===== config.mk =====
export PLATFORM = sky130hd
export DESIGN_NAME = bin_frac_seq_mult_param
export DESIGN_NICKNAME = d
export VERILOG_FILES = /design/src/rtl/bin_frac_seq_mult_param_pkg.sv /design/src/rtl/seq_bit_counter.sv /design/src/rtl/bin_frac_seq_mult_param.sv
export SDC_FILE = /design/constraint.sdc
export NUM_CORES = 1
export LEC_CHECK = 0
export BUFFER_PORTS_ARGS = -buffer_cell sky130_fd_sc_hd__buf_2
export CAP_MARGIN = 20
export CORE_UTILIZATION = 45
export CTS_CLUSTER_DIAMETER = 30
export CTS_CLUSTER_SIZE = 10
export DETAILED_ROUTE_END_ITERATION = 6
export PLACE_DENSITY = 0.74
export SYNTH_ARGS = -nofsm -noshare
export SYNTH_HDL_FRONTEND = slang
export SYNTH_SLANG_ARGS = --single-unit

===== constraint.sdc =====
create_clock -name clk -period 4.6 [get_ports clk]
set_input_delay 0.46 -clock clk [delete_from_list [all_inputs] [get_ports clk]]
set_output_delay 0.46 -clock clk [all_outputs]
set_load 0.01 [all_outputs]

===== src/rtl/bin_frac_seq_mult_param_pkg.sv =====
// Shared encodings for the parametrised shift-add fractional multiplier.
package bin_frac_seq_mult_param_pkg;

  typedef enum logic {
    StIdle = 1'b0,
    StRun  = 1'b1
  } state_e;

  typedef enum logic {
    ModeUns = 1'b0,
    ModeSgn = 1'b1
  } mode_e;

endpackage


===== src/rtl/seq_bit_counter.sv =====
// Loadable up-counter tracking the multiplier bit being processed.
module seq_bit_counter #(
  parameter int unsigned WIDTH = 8,
  parameter int unsigned CNT_W = $clog2(WIDTH + 1)
) (
  input  logic             clk,
  input  logic             rst_n,
  input  logic             clr,
  input  logic             en,
  input  logic             load,
  input  logic [CNT_W-1:0] load_val,
  output logic             tc
);

  logic [CNT_W-1:0] cnt_q;

  always_ff @(posedge clk or negedge rst_n) begin
    if (!rst_n) begin
      cnt_q <= '0;
    end else if (clr) begin
      cnt_q <= '0;
    end else if (load) begin
      cnt_q <= load_val;
    end else if (en) begin
      cnt_q <= cnt_q + 1'b1;
    end
  end

  assign tc = (cnt_q == CNT_W'(WIDTH - 1));

endmodule


===== src/rtl/bin_frac_seq_mult_param.sv =====
// Shift-add fractional multiplier, one multiplier bit per clock, LSB first,
// with rounded/saturated W-bit result and busy/done handshake.
module bin_frac_seq_mult_param
  import bin_frac_seq_mult_param_pkg::*;
#(
  parameter int unsigned WIDTH = 8,
  parameter int unsigned CNT_W = $clog2(WIDTH + 1)
) (
  input  logic                 clk,
  input  logic                 rst_n,
  input  logic                 start,
  input  logic                 sgn,
  input  logic [WIDTH-1:0]     a,
  input  logic [WIDTH-1:0]     b,
  output logic                 busy,
  output logic                 done,
  output logic [2*WIDTH-1:0]   product,
  output logic [WIDTH-1:0]     product_rnd,
  output logic                 ovf
);

  state_e             state_q;
  mode_e              mode_q;
  logic [WIDTH:0]     acc_q, acc_nxt, addend, sum, rnd_wide;
  logic [WIDTH-1:0]   sr_q, sr_nxt, b_q, rnd_nxt;
  logic [2*WIDTH-1:0] prod_nxt;
  logic               ovf_nxt, last, accept;

  assign accept = (state_q == StIdle) && start;

  seq_bit_counter #(
    .WIDTH (WIDTH),
    .CNT_W (CNT_W)
  ) u_cnt (
    .clk      (clk),
    .rst_n    (rst_n),
    .clr      (accept),
    .en       (state_q == StRun),
    .load     (1'b0),
    .load_val ('0),
    .tc       (last)
  );

  // The sign bit of a signed multiplier carries weight -1, hence the subtract.
  always_comb begin
    addend = '0;
    if (sr_q[0]) begin
      addend = (mode_q == ModeSgn) ? {b_q[WIDTH-1], b_q} : {1'b0, b_q};
    end
    if (last && (mode_q == ModeSgn)) begin
      sum = acc_q - addend;
    end else begin
      sum = acc_q + addend;
    end
    acc_nxt  = {(mode_q == ModeSgn) & sum[WIDTH], sum[WIDTH:1]};
    sr_nxt   = {sum[0], sr_q[WIDTH-1:1]};
    prod_nxt = {acc_nxt[WIDTH-1:0], sr_nxt};

    if (mode_q == ModeSgn) begin
      rnd_wide = {prod_nxt[2*WIDTH-1], prod_nxt[2*WIDTH-2:WIDTH-1]}
               + (WIDTH+1)'(prod_nxt[WIDTH-2]);
      ovf_nxt  = (rnd_wide[WIDTH:WIDTH-1] == 2'b01);
      rnd_nxt  = ovf_nxt ? {1'b0, {(WIDTH-1){1'b1}}} : rnd_wide[WIDTH-1:0];
    end else begin
      rnd_wide = {1'b0, prod_nxt[2*WIDTH-1:WIDTH]} + (WIDTH+1)'(prod_nxt[WIDTH-1]);
      ovf_nxt  = rnd_wide[WIDTH];
      rnd_nxt  = ovf_nxt ? {WIDTH{1'b1}} : rnd_wide[WIDTH-1:0];
    end
  end

  always_ff @(posedge clk or negedge rst_n) begin
    if (!rst_n) begin
      state_q     <= StIdle;
      mode_q      <= ModeUns;
      acc_q       <= '0;
      sr_q        <= '0;
      b_q         <= '0;
      busy        <= 1'b0;
      done        <= 1'b0;
      product     <= '0;
      product_rnd <= '0;
      ovf         <= 1'b0;
    end else begin
      done <= 1'b0;
      unique case (state_q)
        StIdle: begin
          if (start) begin
            sr_q    <= a;
            b_q     <= b;
            mode_q  <= mode_e'(sgn);
            acc_q   <= '0;
            busy    <= 1'b1;
            state_q <= StRun;
          end
        end
        StRun: begin
          acc_q <= acc_nxt;
          sr_q  <= sr_nxt;
          if (last) begin
            product     <= prod_nxt;
            product_rnd <= rnd_nxt;
            ovf         <= ovf_nxt;
            done        <= 1'b1;
            busy        <= 1'b0;
            state_q     <= StIdle;
          end
        end
        default: state_q <= StIdle;
      endcase
    end
  end

endmodule

==> impl_metrics.csv, run 1 <==
group,metric,value,unit
run_status,status,"finished, final reports clean",
worst_hold_path,hold_class,"in -> async",
synthesis,async_flop_share,100.0,%
synthesis,synthTopCellsByArea,"dfrtp_1, nand2_1, ha_1",
finish,layout-drive-gt1-share,20.62,%
sta,hold_violations,0,
floorplanning,io_pins,47,
worst_setup_path,worstSetupPathType,"reg -> reg",
cts,insertion_delay,0.34,ns
grt,grt-ovfl-total,0,
floorplanning,core-area,7331,sq um
placed_design,gp_congestion,0.8644,
grt,grt_pass1_vias,2689,
finish,final_nets,451,
cts,numClockSinks,58,
synthesis,synth_flop_cell,"dfrtp_1",
floorplanning,rows,31,
synthesis,synth_top_family_by_area,"simple AND/OR/NAND/NOR gates",
grt,antenna_found_initial,0,
routing,drt-pass1-iter-count,4,
job,cap_viol_max_count,0,
worst_setup_path,cp.arrival,4.21,ns
sta,tns,0,ns
finish,stdcell_area,4009,sq um
routing,drc,0,
synthesis,syn_inst,374,
synthesis,synth_compound_area_share,18.09,%
synthesis,synth_cell_type_count,63,
synthesis,synthMuxAreaShare,5.219,%
synthesis,ys_ff_latch,58,
cts,cts_buffer_depth,2,
synthesis,netlist_area,3452,sq um
synthesis,yosysWarnings,0,
sta,rsz0062_at_grt,"false",
finish,fill_cells,683,
sta,finalCriticalPeriod,4.013,ns
cts,numCtsBuffers,9,
sta,drv_slew,0,
synthesis,synth_top_cell_by_area,"dfrtp_1",
synthesis,synth_fp_nets,408,
synthesis,synth_top_area_share,42.04,%
cts,clkTransAtPathRegs,0.08,ns
floorplanning,initial_core_util,47.09,%
grt,grt_start_max_net_pins,59,
routing,routedWlPerCell,15.17,um
synthesis,seq_area_frac_synth,42.04,%
routing,vias,2930,
sta,tightest_slew,0.9074,ns
worst_setup_path,start_kind,"flip-flop",
grt,grt.total_usage,21.58,%
synthesis,synth_edf_count,0,
cts,hold_buffers,0,
cts,postCtsSetupRepairBufs,0,
routing,drt-initial-drc-count,205,
sta,setup_viol,0,
floorplanning,die_h,89.59,um
synthesis,synth_xor_area_share,4.567,%
cts,cts_root_buf,"clkbuf_8",
synthesis,synthSimpleGateAreaFrac,20.41,%
floorplanning,die_w,89.59,um
placed_design,io_buffers,46,
finish,layout_commonest_cell,"nand2_1",
worst_setup_path,required,4.80,ns
finish,synthToLayoutAreaGrowth,16.13,%
synthesis,syn_area_per_cell,9.230,sq um
synthesis,synthAdderAreaFrac,5.292,%
routing,detail-route-antenna-nets,0,
sta,worst_clock_skew,0.009740,ns
worst_setup_path,path_max_fanout,9,
finish,final_cell_mix,"nand2_1, dfrtp_1, buf_2",
routing,wirelength,7902,um
finish,diodes,0,
sta,slew_headroom,39.28,%
worst_setup_path,worst_setup_path_end_kind,"flip-flop",
cts,h-tree-depth,3,
sta,fmax,249.2,MHz
grt,grt_pass1_wl,12840,um
cts,cts_tree,"built",
placed_design,post_dp_cell_area,3767,sq um
floorplanning,die_area,8025,sq um
routing,viasPerCell,5.624,
sta,finalCritPeriodShare,87.23,%
cts,cts_resized,0,
placed_design,dp_hpwl,5709,um
-- through the flow --
step	setup WS [ns]	cells	hold slack [ns]	util (%)
floorplan	1.015	374	0.1644	-
global placement	0.7291	505	0.4565	51.39
detailed placement	0.6212	505	0.4569	51.39
CTS	0.5888	521	0.2777	54.69
global route	0.2385	521	0.2921	54.69
finish	0.5873	521	0.2302	54.69
-- cell families (layout without fill, tap and decap cells) --
group                      count (synthesis)  after routing
AOI/OAI and AO/OA                         85             85
xor gates and xnor gates                  18             18
adders and majority gates                 14             14
buffers and inverters                     37             85
DFF                                       58             58
muxes                                     17             17
and+or+nand+nor                          145            145
-- critical path, cell delays in order, from the launching register on --
cell and delay [ns]:
dfrtp_1 0.40, ha_1 0.28, nand4b_4 0.18, nand2_1 0.12, xor2_1 0.14, nor2_1 0.08, fa_1 0.52, nand2b_1 0.22
a21oi_2 0.31, nor4b_1 0.09, nor3_1 0.54, or3b_4 0.28, o41ai_4 0.09, a311oi_4 0.47, a31oi_1 0.14
-- cell type report --
type                       count  area [sq um]  area share (%)
clock buffer                  10         127.6           3.184
clock inverter                 6         113.9           2.840
inverter                      16         60.06           1.498
multi-input combinational    279          1849           46.13
sequential                    58          1451           36.20
tap                           99         123.9           3.090
timing repair buffer          53         282.8           7.054
-- final timing paths --
check                                from        endpoint  slack (ns)  depth (start not counted)
setup / recovery           u_cnt.cnt_q[0]  product_rnd[0]        0.59                         14
hold / removal                      rst_n     product[13]        0.23                          2
setup reg to reg           u_cnt.cnt_q[0]  product_rnd[0]        0.59                         14
hold reg to reg                product[8]      product[8]        0.47                          2
max in group asynchronous           rst_n          b_q[3]        3.87                          2
min in group clk                      sgn          mode_q        0.33                          3
-- state kept, by name, indices dropped and copies added (netlist names) --
name / flops
product: 16
acc_q: 9
b_q: 8
product_rnd: 8
sr_q: 8
u_cnt.cnt_q: 4
busy: 1
done: 1
mode_q: 1
ovf: 1
state_q: 1
-- Yosys cell counts (4+ instances only) --
| master | n |
|---|---|
| nand2_1 | 71 |
| ha_1 | 13 |
| nor3_1 | 11 |
| o31ai_1 | 6 |
| nor4b_1 | 4 |
| o21ai_0 | 26 |
| xor2_1 | 5 |
| buf_2 | 4 |
| dfrtp_1 | 58 |
| inv_1 | 16 |
| a21oi_1 | 13 |
| mux2_2 | 8 |
| clkbuf_1 | 12 |
| nand3_1 | 6 |
| nor2b_1 | 4 |
| xnor2_1 | 13 |
| mux2i_1 | 9 |
| a31oi_1 | 7 |
| nor2_1 | 23 |
| nor4_1 | 6 |
-- layer usage --
metal | vias up | routed length (um) | GRT usage [%]
met4 | 0 | 120 | 7.215
met3 | 15 | 430 | 6.124
li1 | 1419 | - | -
met1 | 1407 | 3589 | 27.23
met2 | 89 | 3762 | 35.67
met5 | - | 0 | 0
Power of run 1 is left out: the tool's default activity adds up to more than one toggle a clock period on the data nets, which glitch-free logic cannot reach.
==> run 2, diff against run 1 <==
==> constraint.sdc (replaced) <==
create_clock -name clk -period 4.6 [get_ports clk]
set_input_delay 1.38 -clock clk [delete_from_list [all_inputs] [get_ports clk]]
set_output_delay 1.38 -clock clk [all_outputs]
set_load 0.01 [all_outputs]
==> run 2 against run 1 <==
Cell area stayed put. Largest cell class unchanged. Core utilization unchanged. Critical endpoint is now product_rnd[1]. Setup slack got worse by 0.10 ns. Global-route usage rose by 1.0 points. Critical path type unchanged. Register-to-register slack worse by 0.10 ns. Clock skew is essentially flat. Sequential share of layout area did not move. Cell count fell by 0.19%.
==> impl_metrics.csv, run 2 (synthesis results as in run 1) <==
group,metric,value,unit
placed_design,dp_hpwl,5796,um
worst_setup_path,cp.arrival,4.38,ns
floorplanning,die_area,8025,sq um
sta,slew_headroom,38.74,%
worst_setup_path,worstSetupPathType,"reg -> reg",
sta,finalCritPeriodShare,89.51,%
worst_setup_path,required,4.86,ns
cts,insertion_delay,0.35,ns
floorplanning,die_w,89.59,um
worst_setup_path,cp-endpoint,"product_rnd[1]",
worst_setup_path,r2r_end,"product_rnd[1]",
cts,clkTransAtPathRegs,0.07,ns
cts,h-tree-depth,3,
sta,tns,0,ns
routing,routedWlPerCell,16.09,um
cts,cts_root_buf,"clkbuf_8",
grt,grt.busiest_layer,"met2",
cts,postCtsSetupRepairBufs,0,
routing,drt-initial-drc-count,160,
grt,grt_util_met1,29.93,%
finish,largest_reg_flops,16,
grt,grt_pass1_vias,2829,
finish,final_cell_mix,"nand2_1, dfrtp_1, buf_2",
sta,whs,0.4719,ns
finish,fill_cells,691,
floorplanning,initial_core_util,47.09,%
finish,final_nets,450,
worst_setup_path,reg2reg_depth,14,
cts,cts_buffer_depth,2,
sta,worst_clock_skew,0.009571,ns
finish,largest-register,"product",
grt,gr-usage-met2,36.29,%
finish,diodes,0,
grt,grt-ovfl-total,0,
finish,reg.largest.list,"product: 16 flops, acc_q: 9 flops",
floorplanning,die_h,89.59,um
cts,hold_buffers,0,
worst_setup_path,crit_path_start,"u_cnt.cnt_q[1]",
sta,setup_viol,0,
worst_setup_path,r2r-start,"u_cnt.cnt_q[1]",
routing,wirelength,8366,um
grt,antenna_found_initial,0,
worst_setup_path,path_max_fanout,9,
grt,grt_start_max_net_pins,33,
routing,viasPerCell,5.658,
floorplanning,rows,31,
sta,rsz0062_at_grt,"false",
grt,grt.total_usage,22.60,%
run_status,status,"finished, final reports clean",
worst_hold_path,hold_class,"reg -> reg",
worst_setup_path,regToRegSetupSlack,0.48,ns
cts,cts_resized,0,
sta,tightest_slew,0.9156,ns
placed_design,io_buffers,46,
worst_setup_path,worst_setup_path_end_kind,"flip-flop",
cts,numClockSinks,58,
sta,hold_violations,0,
routing,detail-route-antenna-nets,0,
grt,gr-usage-met3,3.565,%
finish,layout-drive-gt1-share,20.67,%
routing,drt-pass1-iter-count,4,
routing,vias,2942,
sta,finalCriticalPeriod,4.118,ns
worst_setup_path,start_kind,"flip-flop",
floorplanning,core-area,7331,sq um
job,cap_viol_max_count,0,
grt,grt_pass1_wl,13500,um
placed_design,gp_congestion,0.8985,
routing,drc,0,
cts,cts_tree,"built",
sta,drv_slew,0,
cts,numCtsBuffers,9,
sta,fmax,242.9,MHz
finish,synthToLayoutAreaGrowth,16.13,%
finish,layout_commonest_cell,"nand2_1",
floorplanning,io_pins,47,
==> run 2: changes by cell type in the layout (fill, tap and decap cells not counted) <==
cell        change
buf_4           -1
clkbuf_1        -1
clkinv_4        +3
clkinvlp_4      -2
==> run 2: final cells by class <==
class / instances / area [sq um] / area share (%)
multi-input combinational: 279 / 1849 / 46.13
sequential: 58 / 1451 / 36.20
timing repair buffer: 52 / 275.3 / 6.866
clock inverter: 7 / 125.1 / 3.121
clock buffer: 9 / 123.9 / 3.090
tap: 99 / 123.9 / 3.090
inverter: 16 / 60.06 / 1.498
==> run 2: critical path, cell delays in order (launching register included) <==
cell and delay, ns:
dfrtp_1 0.41, ha_1 0.29, nand4b_4 0.19, nand2_1 0.12, xor2_1 0.14, nor2_1 0.08, fa_1 0.51, nand2b_1 0.22
a21oi_2 0.31, nor4b_1 0.10, nor3_1 0.51, or3b_4 0.27, nor4b_1 0.51, a311oi_4 0.14, a31oi_1 0.23
==> run 2: per-layer routing <==
layer	vias up	share of wire [%]
met5	-	0
met4	0	1.7
met3	11	5.5
met2	87	47
met1	1428	46
li1	1416	-
==> run 2: stage by stage <==
| step | setup slack (ns) | utilization, % | area, sq um | cells |
|---|---|---|---|---|
| 6_report | 0.4824 | 54.69 | 4009 | 520 |
| 3_3_place_gp | 0.7299 | 51.29 | 3760 | 504 |
| 5_1_grt | 0.1755 | 54.69 | 4009 | 520 |
| 4_1_cts | 0.5348 | 54.69 | 4009 | 520 |
| 2_1_floorplan | 1.015 | - | 3452 | 374 |
| 3_5_place_dp | 0.5716 | 51.29 | 3760 | 504 |
==> run 2: worst min path at each step <==
stage | from | to | slack (ns) | depth (start not counted)
floorplan | acc_q[0] | acc_q[0] | 0.45 | 2
global placement | product[0] | product[0] | 0.46 | 2
detailed placement | product[9] | product[9] | 0.46 | 2
CTS | product[9] | product[9] | 0.47 | 2
global route | product[12] | product[12] | 0.50 | 2
finish | product[9] | product[9] | 0.47 | 2
Power of run 2 is left out for the same reason.
==> run 3, diff against run 2 <==
Settings changed: CORE_ASPECT_RATIO from default to 0.75.
==> run 3 against run 2 <==
Hold slack got worse by 0.0017 ns. Maximum frequency rose by 1.4%. Core utilization fell by 1.1 points. Cell count rose by 0.58%. First-iteration DRC count rose by 12%.
==> impl_metrics.csv, run 3 (synthesis results as in run 1) <==
group,metric,value,unit
placed_design,post_dp_cell_area,3770,sq um
grt,grt_pass1_wl,13480,um
cts,hold_buffers,0,
sta,tns,0,ns
worst_setup_path,start_kind,"flip-flop",
worst_setup_path,cp-endpoint,"product_rnd[1]",
finish,reg.largest.list,"product: 16 flops, acc_q: 9 flops",
sta,whs,0.4702,ns
cts,numCtsBuffers,9,
sta,drv_slew,0,
worst_setup_path,worst_setup_path_end_kind,"flip-flop",
routing,drt-initial-drc-count,179,
sta,rsz0062_at_grt,"false",
placed_design,dp_hpwl,5758,um
worst_setup_path,cp.arrival,4.26,ns
sta,hold_violations,0,
cts,clkTransAtPathRegs,0.08,ns
worst_setup_path,r2r_end,"product_rnd[1]",
worst_setup_path,path_max_fanout,9,
finish,diodes,0,
run_status,status,"finished, final reports clean",
routing,wirelength,8011,um
sta,tightest_slew,0.8890,ns
placed_design,io_buffers,46,
routing,viasPerCell,5.470,
placed_design,pre_cts_ws,0.5946,ns
grt,grt_pass1_vias,2783,
worst_setup_path,required,4.80,ns
routing,vias,2861,
worst_setup_path,worstSetupPathType,"reg -> reg",
cts,insertion_delay,0.34,ns
grt,grt.total_usage,22.08,%
finish,final_cell_mix,"nand2_1, dfrtp_1, buf_2",
cts,h-tree-depth,3,
cts,postCtsSetupRepairBufs,0,
grt,antenna_found_initial,0,
floorplanning,die_area,8029,sq um
sta,setup_viol,0,
grt,grt-ovfl-total,0,
cts,cts_resized,0,
worst_setup_path,regToRegSetupSlack,0.54,ns
finish,final_nets,451,
worst_setup_path,reg2reg_depth,14,
worst_setup_path,r2r-start,"u_cnt.cnt_q[0]",
worst_hold_path,hold_class,"reg -> reg",
cts,cts_root_buf,"clkbuf_8",
sta,finalCriticalPeriod,4.062,ns
sta,fmax,246.2,MHz
sta,finalCritPeriodShare,88.30,%
finish,layout_commonest_cell,"nand2_1",
floorplanning,die_h,77.85,um
cts,cts_buffer_depth,2,
cts,cts_tree,"built",
sta,setup_slack,0.5381,ns
finish,largest-register,"product",
floorplanning,initial_core_util,46.66,%
finish,layout-drive-gt1-share,20.62,%
routing,detail-route-antenna-nets,0,
routing,drc,0,
routing,drt-pass1-iter-count,4,
floorplanning,io_pins,47,
finish,largest_reg_flops,16,
cts,numClockSinks,58,
worst_setup_path,crit_path_start,"u_cnt.cnt_q[0]",
grt,grt_start_max_net_pins,35,
placed_design,gp_congestion,0.8779,
finish,synthToLayoutAreaGrowth,14.82,%
floorplanning,die_w,103.1,um
floorplanning,rows,27,
job,cap_viol_max_count,0,
routing,routedWlPerCell,15.32,um
sta,slew_headroom,40.61,%
sta,worst_clock_skew,0.008238,ns
floorplanning,core-area,7398,sq um
finish,stdcell_area,3964,sq um
## run 3: cell count changes in the layout (fill, tap and decap cells not counted)
cell / delta
clkinv_2: +1
clkinvlp_4: +3
clkbuf_1: +1
buf_4: +1
bufinv_16: -2
clkinv_4: -3
## run 3: stage by stage
stage	utilization (%)	std cells
final	53.58	523
after global routing	53.58	523
after CTS	53.58	523
after detailed placement	50.96	507
after global placement	50.96	507
after floorplan	-	374
## run 3: worst min path at each step
| stage | start | end | cells past startpoint |
|---|---|---|---|
| floorplan | acc_q[0] | acc_q[0] | 2 |
| CTS | product[2] | product[2] | 2 |
| detailed placement | product[2] | product[2] | 2 |
| global placement | product[11] | product[11] | 2 |
| global route | product[2] | product[2] | 2 |
| finish | product[2] | product[2] | 2 |
## run 3: critical path: stages, from the launching register on
cell,delay [ns]
dfrtp_1,0.41
ha_1,0.28
nand4b_4,0.18
nand2_1,0.12
xor2_1,0.14
nor2_1,0.08
fa_1,0.52
nand2b_1,0.22
a21oi_2,0.32
nor4b_1,0.10
nor3_1,0.54
or3b_4,0.28
o41ai_4,0.09
a311oi_4,0.48
a31oi_1,0.16
## run 3: cell type report
type | count | area, sq um
Fill cell | 681 | 3435
Tap cell | 101 | 126.4
Sequential cell | 58 | 1451
Clock inverter | 6 | 66.31
Inverter | 16 | 60.06
Timing Repair Buffer | 53 | 282.8
Clock buffer | 10 | 127.6
Multi-Input combinational cell | 279 | 1849
## run 3: layer usage
metal / vias up / global-route usage (%) / wire (um)
li1: 1422 / - / -
met1: 1361 / 30.80 / 3936
met2: 72 / 33.47 / 3644
met3: 6 / 5.676 / 382
met4: 0 / 6.761 / 47
met5: - / 0 / 0
Power of run 3 is left out for the same reason.
